<file path="src/rtl/timp_setter.sv">
// Time-entry controller: edits hours/minutes for one of two slots from push buttons and
// commits the result with a one-cycle load strobe. Define TIMP_SETTER_AUTO_REPEAT_EN for held-button auto-repeat.
module timp_setter #(
    parameter int ORE_MAX        = 23,
    parameter int MIN_MAX        = 59,
    parameter int TIMEOUT_CYCLES = 1000,
    parameter int REPEAT_DELAY   = 50,
    parameter int REPEAT_PERIOD  = 10
) (
    input  logic       clock,
    input  logic       reset,
    input  logic       btn_set,
    input  logic       btn_inc,
    input  logic       btn_ok,
    input  logic       slot_sel,
    output logic [4:0] timp_ore1,
    output logic [5:0] timp_minute1,
    output logic [4:0] timp_ore2,
    output logic [5:0] timp_minute2,
    output logic       load_1,
    output logic       load_2,
    output logic [4:0] edit_ore,
    output logic [5:0] edit_minute,
    output logic [1:0] edit_field,
    output logic       busy
);

    localparam logic [1:0] S_IDLE     = 2'd0;
    localparam logic [1:0] S_EDIT_ORE = 2'd1;
    localparam logic [1:0] S_EDIT_MIN = 2'd2;
    localparam logic [1:0] S_LOAD     = 2'd3;

    localparam int            TW      = $clog2(TIMEOUT_CYCLES + 1);
    localparam logic [TW-1:0] TO_LAST = TW'(TIMEOUT_CYCLES - 1);
    localparam logic [4:0]    ORE_TOP = 5'(ORE_MAX);
    localparam logic [5:0]    MIN_TOP = 6'(MIN_MAX);

    if (TIMEOUT_CYCLES < 2 || REPEAT_DELAY < 1 || REPEAT_PERIOD < 1) begin : g_bad_params
        $error("timp_setter: TIMEOUT_CYCLES must be >= 2, REPEAT_DELAY/REPEAT_PERIOD >= 1");
    end

    // Button vectors are ordered {ok, inc, set}.
    logic [2:0]    btn_s_q, btn_s_d, btn_p_q, btn_p_d, ev;
    logic [1:0]    state_q, state_d;
    logic          target_q, target_d;
    logic [4:0]    edit_ore_q, edit_ore_d, ore1_q, ore1_d, ore2_q, ore2_d;
    logic [5:0]    edit_min_q, edit_min_d, min1_q, min1_d, min2_q, min2_d;
    logic [TW-1:0] to_cnt_q, to_cnt_d;
    logic          rep_fire, inc_pulse;

    always_comb begin
        btn_s_d    = {btn_ok, btn_inc, btn_set};
        btn_p_d    = btn_s_q;
        ev         = btn_s_q & ~btn_p_q;
        inc_pulse  = ev[1] | rep_fire;
        state_d    = state_q;
        target_d   = target_q;
        edit_ore_d = edit_ore_q;
        edit_min_d = edit_min_q;
        ore1_d     = ore1_q;
        min1_d     = min1_q;
        ore2_d     = ore2_q;
        min2_d     = min2_q;
        to_cnt_d   = to_cnt_q;

        case (state_q)
            S_IDLE: begin
                to_cnt_d = '0;
                if (ev[0]) begin
                    target_d   = slot_sel;
                    edit_ore_d = slot_sel ? ore2_q : ore1_q;
                    edit_min_d = slot_sel ? min2_q : min1_q;
                    state_d    = S_EDIT_ORE;
                end
            end
            S_EDIT_ORE, S_EDIT_MIN: begin
                // ok takes priority over any increment arriving in the same cycle.
                if (ev[2]) begin
                    to_cnt_d = '0;
                    if (state_q == S_EDIT_ORE) begin
                        state_d = S_EDIT_MIN;
                    end else begin
                        state_d = S_LOAD;
                        if (target_q) begin
                            ore2_d = edit_ore_q;
                            min2_d = edit_min_q;
                        end else begin
                            ore1_d = edit_ore_q;
                            min1_d = edit_min_q;
                        end
                    end
                end else if (inc_pulse) begin
                    to_cnt_d = '0;
                    if (state_q == S_EDIT_ORE) begin
                        edit_ore_d = (edit_ore_q == ORE_TOP) ? 5'd0 : edit_ore_q + 5'd1;
                    end else begin
                        edit_min_d = (edit_min_q == MIN_TOP) ? 6'd0 : edit_min_q + 6'd1;
                    end
                end else if (ev[0]) begin
                    to_cnt_d = '0;
                end else if (to_cnt_q == TO_LAST) begin
                    state_d  = S_IDLE;
                    to_cnt_d = '0;
                end else begin
                    to_cnt_d = to_cnt_q + TW'(1);
                end
            end
            default: begin
                state_d  = S_IDLE;
                to_cnt_d = '0;
            end
        endcase
    end

`ifdef TIMP_SETTER_AUTO_REPEAT_EN
    localparam int            HW       = $clog2(REPEAT_DELAY + 1);
    localparam int            RW       = $clog2(REPEAT_PERIOD + 1);
    localparam logic [HW-1:0] HOLD_TOP = HW'(REPEAT_DELAY);
    localparam logic [RW-1:0] REP_LAST = RW'(REPEAT_PERIOD - 1);

    logic [HW-1:0] hold_q, hold_d;
    logic [RW-1:0] rep_q, rep_d;
    logic          editing;

    // hold_q saturates at the delay; rep_q then paces the repeats, firing on each wrap to 0.
    always_comb begin
        editing  = (state_q == S_EDIT_ORE) || (state_q == S_EDIT_MIN);
        rep_fire = editing && btn_s_q[1] && (hold_q == HOLD_TOP) && (rep_q == '0);
        hold_d   = hold_q;
        rep_d    = rep_q;
        if (!btn_s_q[1] || !editing || (state_d != state_q)) begin
            hold_d = '0;
            rep_d  = '0;
        end else if (hold_q != HOLD_TOP) begin
            hold_d = hold_q + HW'(1);
        end else begin
            rep_d = (rep_q == REP_LAST) ? '0 : rep_q + RW'(1);
        end
    end

    always_ff @(posedge clock) begin
        if (reset) begin
            hold_q <= '0;
            rep_q  <= '0;
        end else begin
            hold_q <= hold_d;
            rep_q  <= rep_d;
        end
    end
`else
    always_comb rep_fire = 1'b0;
`endif

    always_ff @(posedge clock) begin
        if (reset) begin
            btn_s_q    <= '0;
            btn_p_q    <= '0;
            state_q    <= S_IDLE;
            target_q   <= 1'b0;
            edit_ore_q <= '0;
            edit_min_q <= '0;
            ore1_q     <= '0;
            min1_q     <= '0;
            ore2_q     <= '0;
            min2_q     <= '0;
            to_cnt_q   <= '0;
        end else begin
            btn_s_q    <= btn_s_d;
            btn_p_q    <= btn_p_d;
            state_q    <= state_d;
            target_q   <= target_d;
            edit_ore_q <= edit_ore_d;
            edit_min_q <= edit_min_d;
            ore1_q     <= ore1_d;
            min1_q     <= min1_d;
            ore2_q     <= ore2_d;
            min2_q     <= min2_d;
            to_cnt_q   <= to_cnt_d;
        end
    end

    always_comb begin
        timp_ore1    = ore1_q;
        timp_minute1 = min1_q;
        timp_ore2    = ore2_q;
        timp_minute2 = min2_q;
        edit_ore     = edit_ore_q;
        edit_minute  = edit_min_q;
        load_1       = (state_q == S_LOAD) && !target_q;
        load_2       = (state_q == S_LOAD) && target_q;
        busy         = (state_q != S_IDLE);
        case (state_q)
            S_EDIT_ORE: edit_field = 2'b01;
            S_EDIT_MIN: edit_field = 2'b10;
            default:    edit_field = 2'b00;
        endcase
    end

endmodule

</file>
<file path="config.mk">
export PLATFORM = sky130hd
export DESIGN_NAME = timp_setter
export DESIGN_NICKNAME = d
export VERILOG_FILES = /design/src/rtl/timp_setter.sv
export SDC_FILE = /design/constraint.sdc
export NUM_CORES = 1
export LEC_CHECK = 0
export CAP_MARGIN = 25
export CORE_MARGIN = 10
export CORE_UTILIZATION = 48
export DETAILED_ROUTE_END_ITERATION = 10
export DONT_BUFFER_PORTS = 1
export PLACE_DENSITY = 0.69
export SKIP_LAST_GASP = 1
export SLEW_MARGIN = 20
export SYNTH_ARGS = -nofsm -noshare
export SYNTH_HDL_FRONTEND = slang
export SYNTH_SLANG_ARGS = --single-unit
</file>
<file path="constraint.sdc">
create_clock -name clock -period 1.85 [get_ports clock]
set_clock_uncertainty 0.1 [all_clocks]
set_input_delay 0.2775 -clock clock [delete_from_list [all_inputs] [get_ports clock]]
set_output_delay 0.2775 -clock clock [all_outputs]
set_load 0.02 [all_outputs]
</file>
Word-level counts from Yosys, hierarchy flattened
Index checks and enable logic that the tools add are counted.
- bits in registers: 52
- output and inout bits: 38
- logic and storage cells: 69
- add/sub/neg operators: 3
- equality and inequality tests: 14
- mux-type cells: 22
- bitwise gates (word level): 5
- reduce and logical (&&, ||, !) cells: 14
- operators by type and width (kind ; number):
    6-bit two-way mux ; 6
    5-bit two-way mux ; 6
    6-bit one-hot mux with 2 select lines ; 1
    4-bit AND reduction ; 3
    10-bit by 1-bit adder with 10-bit output, second input constant ; 1
    10-bit equality test, second input constant ; 1
    2-bit two-way mux ; 5
    2-bit != test, second input constant ; 5
    5-bit one-hot mux with 2 select lines ; 1
    5-bit AND reduction ; 2
    3-bit != test, second input constant ; 3
    2-bit one-hot mux with 2 select lines ; 2
    6-bit by 1-bit adder with 6-bit output, second input constant ; 1
    6-bit equality test, second input constant ; 1
    6-bit OR reduction ; 1
    5-bit by 1-bit adder with 5-bit output, second input constant ; 1
    5-bit equality test, second input constant ; 1
    2-bit equality test, second input constant ; 2
    2-bit nonzero test ; 2
    3-bit bitwise AND ; 1
    1-bit NOT ; 3
    3-bit NOT ; 1
    2-bit by 1-bit equality test with 1-bit output, second input constant ; 1
    1-bit logical AND ; 2
    5 further kinds ; 5

Depth between registers and ports, before layout
Gate-level depths: netlist (run 1).
- depth after elaboration: 6
- gate-level depth with buffers: 8
- depth with buffers taken out: 7

Worst setup path after synthesis (run 1)
OpenSTA, ideal clock, no wires.
- path kind: register -> register
- from: register state_q[0]
- to: register edit_ore_q[4] (netlist: edit_ore[4])
- setup time: 132 ps
- arrival time: 1784 ps
- path slack: -166 ps
- cell stages (with the launch flop): 9
- buffers on the path: 1
- path through: dfxtp_1 > inv_1 > ha_1 > inv_1 > nor2_1 > or4_1 > buf_2 > o21ai_0 > a21oi_1
- word-level cells in the longest chain between the ends: 4
- elaborated cells on any way between the ends: 11
- RTL lines (item ; RTL line ; source):
    start, declared ; 44 ; logic [1:0] state_q, state_d;
    start signal, assigned ; 170 ; state_q <= state_d;
    2-bit by 1-bit equality test with 1-bit output or 2-bit equality test (tied branches) ; 66, 94 ;
    2-bit OR reduction ; 66 ; case (state_q)
    2-bit != test (no source line) or 2-bit nonzero test (tied branches) ; - ;
    5-bit AND reduction (no source line) ; - ;
    end signal, assigned ; 172 ; edit_ore_q <= edit_ore_d;
    end, declared ; 46 ; logic [4:0] edit_ore_q, edit_ore_d, ore1_q, ore1_d, ore2_q, ore2_d;
Parallel ways exist; a longest one is shown, timed or not.
A chain may end at the register's enable or synchronous reset.

Worst setup path in the final report (run 1)
- from: register state_q[0]
- to: register min1_q[0] (netlist: timp_minute1[0])
- word-level cells in the longest chain between the ends: 3
- elaborated cells on any way between the ends: 5
- RTL lines (item ; RTL line ; source):
    2-bit by 1-bit equality test with 1-bit output or 2-bit equality test (tied branches) ; 66, 80 ;
    2-bit OR reduction or 1-bit NOT (tied branches) ; - ;
    4-bit AND reduction (no source line) (*) ; - ;
    end signal, assigned ; 175 ; min1_q <= min1_d;
    end, declared ; 47 ; logic [5:0] edit_min_q, edit_min_d, min1_q, min1_d, min2_q, min2_d;
Every way passes the cells marked *; elsewhere a longest branch is shown, timed or not.

==> results.py, run 1 <==
metrics = {
    "outcome": {
        "outcome": "complete, no violations",
    },
    "final_layout": {
        "area_delta_synth_final_pct": 20.2,
        "fin_cells": 369,
        "drive_gt1_share_pct": 22.5,
        "post-route-util_pct": 60.4,
        "finalNetCount": 315,
        "final_cell_area_um2": 2910,
        "antenna_cells": 0,
        "fillCellCount": 453,
    },
    "placement": {
        "place.gp.congestion": 0.866,
        "placed_cells": 357,
        "io_buffers": 0,
        "place_area_um2": 2700,
        "dp_hpwl_mm": 3.98,
    },
    "clocking": {
        "htreeDepth": 2,
        "cts_tree": "built",
        "cts-root-buf": "clkbuf_8",
        "clk_pin_slew_ns": 0.09,
        "clock_latency_ns": 0.30,
        "cts_made_buffers": 5,
        "clockBufferDepth": 2,
        "cts_sinks": 52,
    },
    "synth": {
        "ys_warn_count": 0,
        "ys_ff_latch": 52,
        "syn_area_per_cell_um2": 8.76,
        "yosys.area.top_type_share_pct": 43.0,
        "ys_seq_area_share_pct": 43.0,
        "synth_area_um2": 2420,
        "ys_top_cells_by_area": "dfxtp_1, mux2i_1, a21oi_1",
        "netlist_instances": 276,
        "yosysUniqueCellTypes": 40,
        "synth_top_cell_by_area": "dfxtp_1",
        "synth_nets": 290,
    },
    "floorplanning": {
        "rows": 25,
        "core-area_um2": 4820,
        "pin_count": 44,
        "die_area_um2": 8280,
        "die_h_um": 91.0,
        "die_w_um": 91.0,
        "start_util_pct": 50.2,
    },
    "worst_hold_path": {
        "hp-class": "primary input to register",
    },
    "global_routing": {
        "gr-total-overflow": 0,
        "first_global_vias": 1870,
        "track_usage_pct": 13.5,
        "grt_pass1_wl_mm": 9.30,
        "grt_max_degree": 43,
        "antenna_found_initial": 0,
    },
    "route": {
        "drt-initial-drc-count": 113,
        "vias": 2009,
        "first_pass_iters": 4,
        "vias_per_cell": 5.44,
        "antenna_left": 0,
        "wire_per_inst_um": 15.2,
        "wirelength_mm": 5.62,
        "post-route-drc-count": 0,
    },
    "sta": {
        "finalSetupViolations": 0,
        "worstMarginPinSlew_ns": 0.441,
        "period_share_pct": 98.6,
        "max_freq_ghz": 0.548,
        "slew_headroom_pct": 70.5,
        "rsz0062_at_grt": "true",
        "fin_crit_ns": 1.82,
        "final_hold_viol_count": 0,
        "finalMaxSlewViolations": 0,
    },
    "setup_path": {
        "crit_chain": "inv_4 > ha_4 > nor3b_4 > nor2b_4 > buf_12 > mux2i_2 > nor2_1",
        "required_ns": 1.95,
        "worstSetupEndpointType": "register",
        "critPathKind": "register to register",
        "path_buf_inv": 2,
        "start_kind": "register",
        "cp.arrival_ns": 1.92,
        "crit_path_top_delay_cell": "dfxtp_4",
        "slowest_delay_ns": 0.38,
        "cp_max_fo": 9,
        "path_delay_family": "simple AND/OR/NAND/NOR gates",
    },
    "job": {
        "drv_cap": 0,
    },
    "pwr": {
        "leakage_nw": 1.07,
        "peakVddDrop_uv": 481,
        "power.density_nw_per_um2": 824,
    },
}
==> routing by layer <==
layer | vias up | track usage [%] | part of all wire [%]
met5 | - | 0 | 0
met4 | 0 | 4.70 | 1.4
met3 | 8 | 5.19 | 8.1
met2 | 51 | 21.5 | 47
met1 | 943 | 16.2 | 43
li1 | 1007 | - | -
==> cell type report <==
type / count / area, um^2 / share of cell area (%)
multi-input combinational: 205 / 1390 / 47.8
clock buffer: 8 / 90.1 / 3.10
inverter: 4 / 17.5 / 0.602
timing repair buffer: 33 / 278 / 9.55
sequential: 52 / 1050 / 36.1
tap: 67 / 83.8 / 2.88
==> timing repair <==
action | in CTS | in global routing
hold buffers | 3 | 0
pin swaps | 0 | 5
setup endpoints to repair | 20 | 35
buffers inserted | 0 | 1
hold endpoints to repair | 42 | 0
gates cloned | 0 | 0
gates resized for setup | 3 | 20
==> flip-flops by register name (all words and copies together) (netlist names) <==
name          count
timp_ore1         5
btn_p_d           3
timp_minute1      6
timp_minute2      6
target_q          1
state_q           2
edit_ore          5
btn_p_q           3
timp_ore2         5
to_cnt_q         10
edit_minute       6
==> logic make-up (layout without fill, tap and decap cells) <==
logic type | after synthesis | after routing | synth area share [%]
and+or+nand+nor | 117 | 117 | 25.9
DFF | 52 | 52 | 43.0
AOI/OAI and AO/OA | 49 | 49 | 11.1
muxes | 24 | 24 | 9.98
buffers and inverters | 19 | 45 | 3.26
adders and majority gates | 8 | 8 | 4.14
xor gates and xnor gates | 7 | 7 | 2.53
==> power breakdown <==
part / leakage (nW) / switching (mW) / internal, mW
Sequential: 0.423 / 0.0260 / 1.15
Combinational: 0.606 / 0.305 / 0.260
Clock: 0.0455 / 0.350 / 0.306
Total: 1.07 / 0.681 / 1.72
==> synthesized netlist by cell type <==
cell,instances
nand2b_1,6
xnor2_1,2
a21boi_0,2
inv_1,4
o211ai_1,1
a21oi_2,1
dfxtp_1,52
buf_2,3
o32a_1,1
ha_1,8
a21oi_1,23
nand4b_1,2
nor2b_4,1
or4_1,3
xor2_1,5
or3_2,1
or4b_1,1
o22ai_1,3
nor3b_2,1
nor4_4,1
nor4_2,1
mux2_2,1
nand3b_1,2
nand3_1,21
and2_1,1
or3b_2,1
and3_2,1
nor3_1,2
o21ai_0,17
nor2_1,29
clkbuf_1,11
nand2_2,1
nor3b_1,1
mux2i_1,23
and3_1,2
nand2_1,24
nand4_1,1
o32ai_1,1
nor2b_1,14
buf_4,1
==> per-stage QoR <==
step	setup WS, ns	setup TNS, ns	power, mW	hold slack (ns)
floorplan	0.0103	0	1.54	0.306
global placement	-0.0229	-0.0416	1.68	0.249
detailed placement	-0.0768	-0.342	1.69	0.253
CTS	-0.00527	-0.00527	2.38	0.00294
global route	-0.0642	-0.627	2.51	0.0103
finish	0.0263	0	2.40	0.0102
==> path summary, 6_finish.rpt <==
path | from | to | slack (ns) | cells after the start
worst max-delay path | state_q[0] | timp_minute1[0] | 0.03 | 7
worst min-delay path | btn_ok | btn_p_d[2] | 0.01 | 1
worst max register to register | state_q[0] | timp_minute1[0] | 0.03 | 7
worst min register to register | btn_p_d[0] | btn_p_q[0] | 0.37 | 1
==> placed cells by master, fill, tap and decap left out, types with 4 or more instances in the layout <==
cell type   n
a21oi_1    20
a21oi_2     4
buf_4      29
clkbuf_8    6
dfxtp_1    48
ha_1        6
mux2i_1    21
nand2_1    23
nand2b_1    6
nand3_1    21
nor2_1     29
nor2b_1    13
o21ai_0    14
xor2_1      5
Note: power is estimated with default switching activity, not from simulation.
==> inputs of run 2 (changes only) <==
Settings changed: CORE_MARGIN 10 to not set, CORE_UTILIZATION 48 to 56, PLACE_DENSITY 0.69 to 0.78.
==> results.py, run 2 (synthesized netlist as in run 1, its figures left out) <==
metrics = {
    "outcome": {
        "outcome": "complete, but fails checks",
        "violations": "negative setup slack",
    },
    "clocking": {
        "cts-root-buf": "clkbuf_8",
        "clk_pin_slew_ns": 0.09,
        "cts_sinks": 52,
        "cts_made_buffers": 5,
        "htreeDepth": 2,
        "clock_latency_ns": 0.30,
        "cts_tree": "built",
        "clockBufferDepth": 2,
    },
    "global_routing": {
        "first_global_vias": 1880,
        "track_usage_pct": 25.0,
        "grt_max_degree": 43,
        "grt_pass1_wl_mm": 8.40,
        "antenna_found_initial": 0,
        "gr-total-overflow": 0,
    },
    "setup_path": {
        "r2r_cells": 7,
        "worst_r2r_endpoint": "timp_minute1[4]",
        "timing.rr.start": "state_q[0]",
        "cp_max_fo": 5,
        "cp.arrival_ns": 1.96,
        "critPathKind": "register to register",
        "start_kind": "register",
        "required_ns": 1.95,
        "worstSetupEndpointType": "register",
        "reg2reg_slack_ns": -0.01,
    },
    "route": {
        "antenna_left": 0,
        "wirelength_mm": 5.34,
        "first_pass_iters": 7,
        "vias": 2038,
        "post-route-drc-count": 0,
        "wire_per_inst_um": 15.3,
        "drt-initial-drc-count": 114,
        "vias_per_cell": 5.84,
    },
    "sta": {
        "final_hold_viol_count": 0,
        "finalMaxSlewViolations": 0,
        "slew_headroom_pct": 62.9,
        "fin_crit_ns": 1.86,
        "period_share_pct": 101,
        "worst_slack_ns": -0.0137,
        "finalSetupViolations": 3,
        "worstMarginPinSlew_ns": 0.556,
        "rsz0062_at_grt": "true",
        "max_freq_ghz": 0.537,
    },
    "final_layout": {
        "fillCellCount": 322,
        "post-route-util_pct": 70.8,
        "finalNetCount": 313,
        "area_delta_synth_final_pct": 19.6,
        "drive_gt1_share_pct": 20.4,
        "final_common_cell": "dfxtp_1",
        "layout_common_cells": "dfxtp_1, nor2_1, buf_4, nand2_1, a21oi_1",
        "largest_reg_flops": 10,
        "top_register": "to_cnt_q",
        "antenna_cells": 0,
    },
    "placement": {
        "io_buffers": 0,
        "dp_hpwl_mm": 3.67,
        "place.gp.congestion": 0.860,
    },
    "worst_hold_path": {
        "whs_endpoint": "target_q",
        "min_path_cells": 2,
        "hp-class": "primary input to register",
        "min_from": "slot_sel",
    },
    "floorplanning": {
        "rows": 23,
        "core-area_um2": 4090,
        "die_w_um": 67.7,
        "die_area_um2": 4590,
        "start_util_pct": 59.2,
        "die_h_um": 67.7,
        "pin_count": 44,
    },
    "pwr": {
        "leakage_nw": 1.08,
        "power_mw": 2.41,
        "peakVddDrop_uv": 617,
        "power.density_nw_per_um2": 833,
    },
    "job": {
        "drv_cap": 0,
    },
}
run 2: cell types whose count changed in the layout (fill, tap and decap cells not counted), moves of 2 or more:
cell,previous run,this run
a21oi_1,20,23
a21oi_2,4,1
buf_4,29,24
clkbuf_1,2,0
dfxtp_1,48,50
dfxtp_2,3,1
mux2i_2,2,0
run 2: final cells by class:
class,instances,area [um^2],share of cell area (%)
flip-flops and latches,52,1050,36.2
well taps,50,62.6,2.16
clock buffers,7,96.3,3.33
inverters,4,17.5,0.606
repair buffers,31,287,9.90
multi-input cells,205,1380,47.8
run 2: layer usage:
metal  vias to the layer above  global-route usage (%)  part of all wire [%]
met1                       963                    27.6                    43
li1                        998                       -                     -
met4                         0                    9.31                   1.6
met2                        67                    44.4                    50
met3                        10                    7.43                   5.1
met5                         -                       0                     0
run 2: timing repair:
action,4_1_cts,5_1_grt
pin swaps,0,2
hold buffers,3,1
setup endpoints to repair,22,34
gates resized for setup,5,15
cloned,0,1
endpoints found under the hold margin,42,1
setup buffers,0,1
run 2: per-stage QoR:
step / hold slack (ns) / instance area (um^2) / TNS (ns) / std cells / setup slack (ns)
after floorplan: 0.306 / 2460 / 0 / 276 / 0.0103
after global placement: 0.246 / 2650 / -0.0643 / 336 / -0.0320
after detailed placement: 0.249 / 2650 / -1.21 / 336 / -0.103
after CTS: 0.00191 / 2810 / -0.0427 / 346 / -0.0253
after global routing: 0.0323 / 2890 / -0.934 / 349 / -0.0886
final: 0.0254 / 2890 / -0.0208 / 349 / -0.0137
run 2: worst max path at each step:
| stage | start | end | slack (ns) | cells after the start |
|---|---|---|---|---|
| after global placement | state_q[0] | edit_ore[4] | -0.03 | 6 |
| after CTS | state_q[1] | load_1 | -0.03 | 4 |
| after global routing | state_q[0] | timp_minute1[4] | -0.09 | 7 |
| after floorplan | state_q[1] | edit_ore[4] | 0.01 | 8 |
| after detailed placement | state_q[0] | edit_ore[2] | -0.10 | 6 |
| final | state_q[0] | timp_minute1[4] | -0.01 | 7 |
run 2: worst max-delay path, cell delays in order (launching register included):
cell,delay [ns]
dfxtp_4,0.39
inv_4,0.05
ha_4,0.28
nor3b_4,0.24
nor2b_4,0.27
clkbuf_16,0.18
mux2i_1,0.21
nor2_1,0.05
run 2: report_power, final:
group / leakage, nW / internal (mW) / switching (mW)
clock network: 0.0503 / 0.333 / 0.341
registers: 0.422 / 1.15 / 0.0270
logic: 0.612 / 0.252 / 0.307
total: 1.08 / 1.73 / 0.675
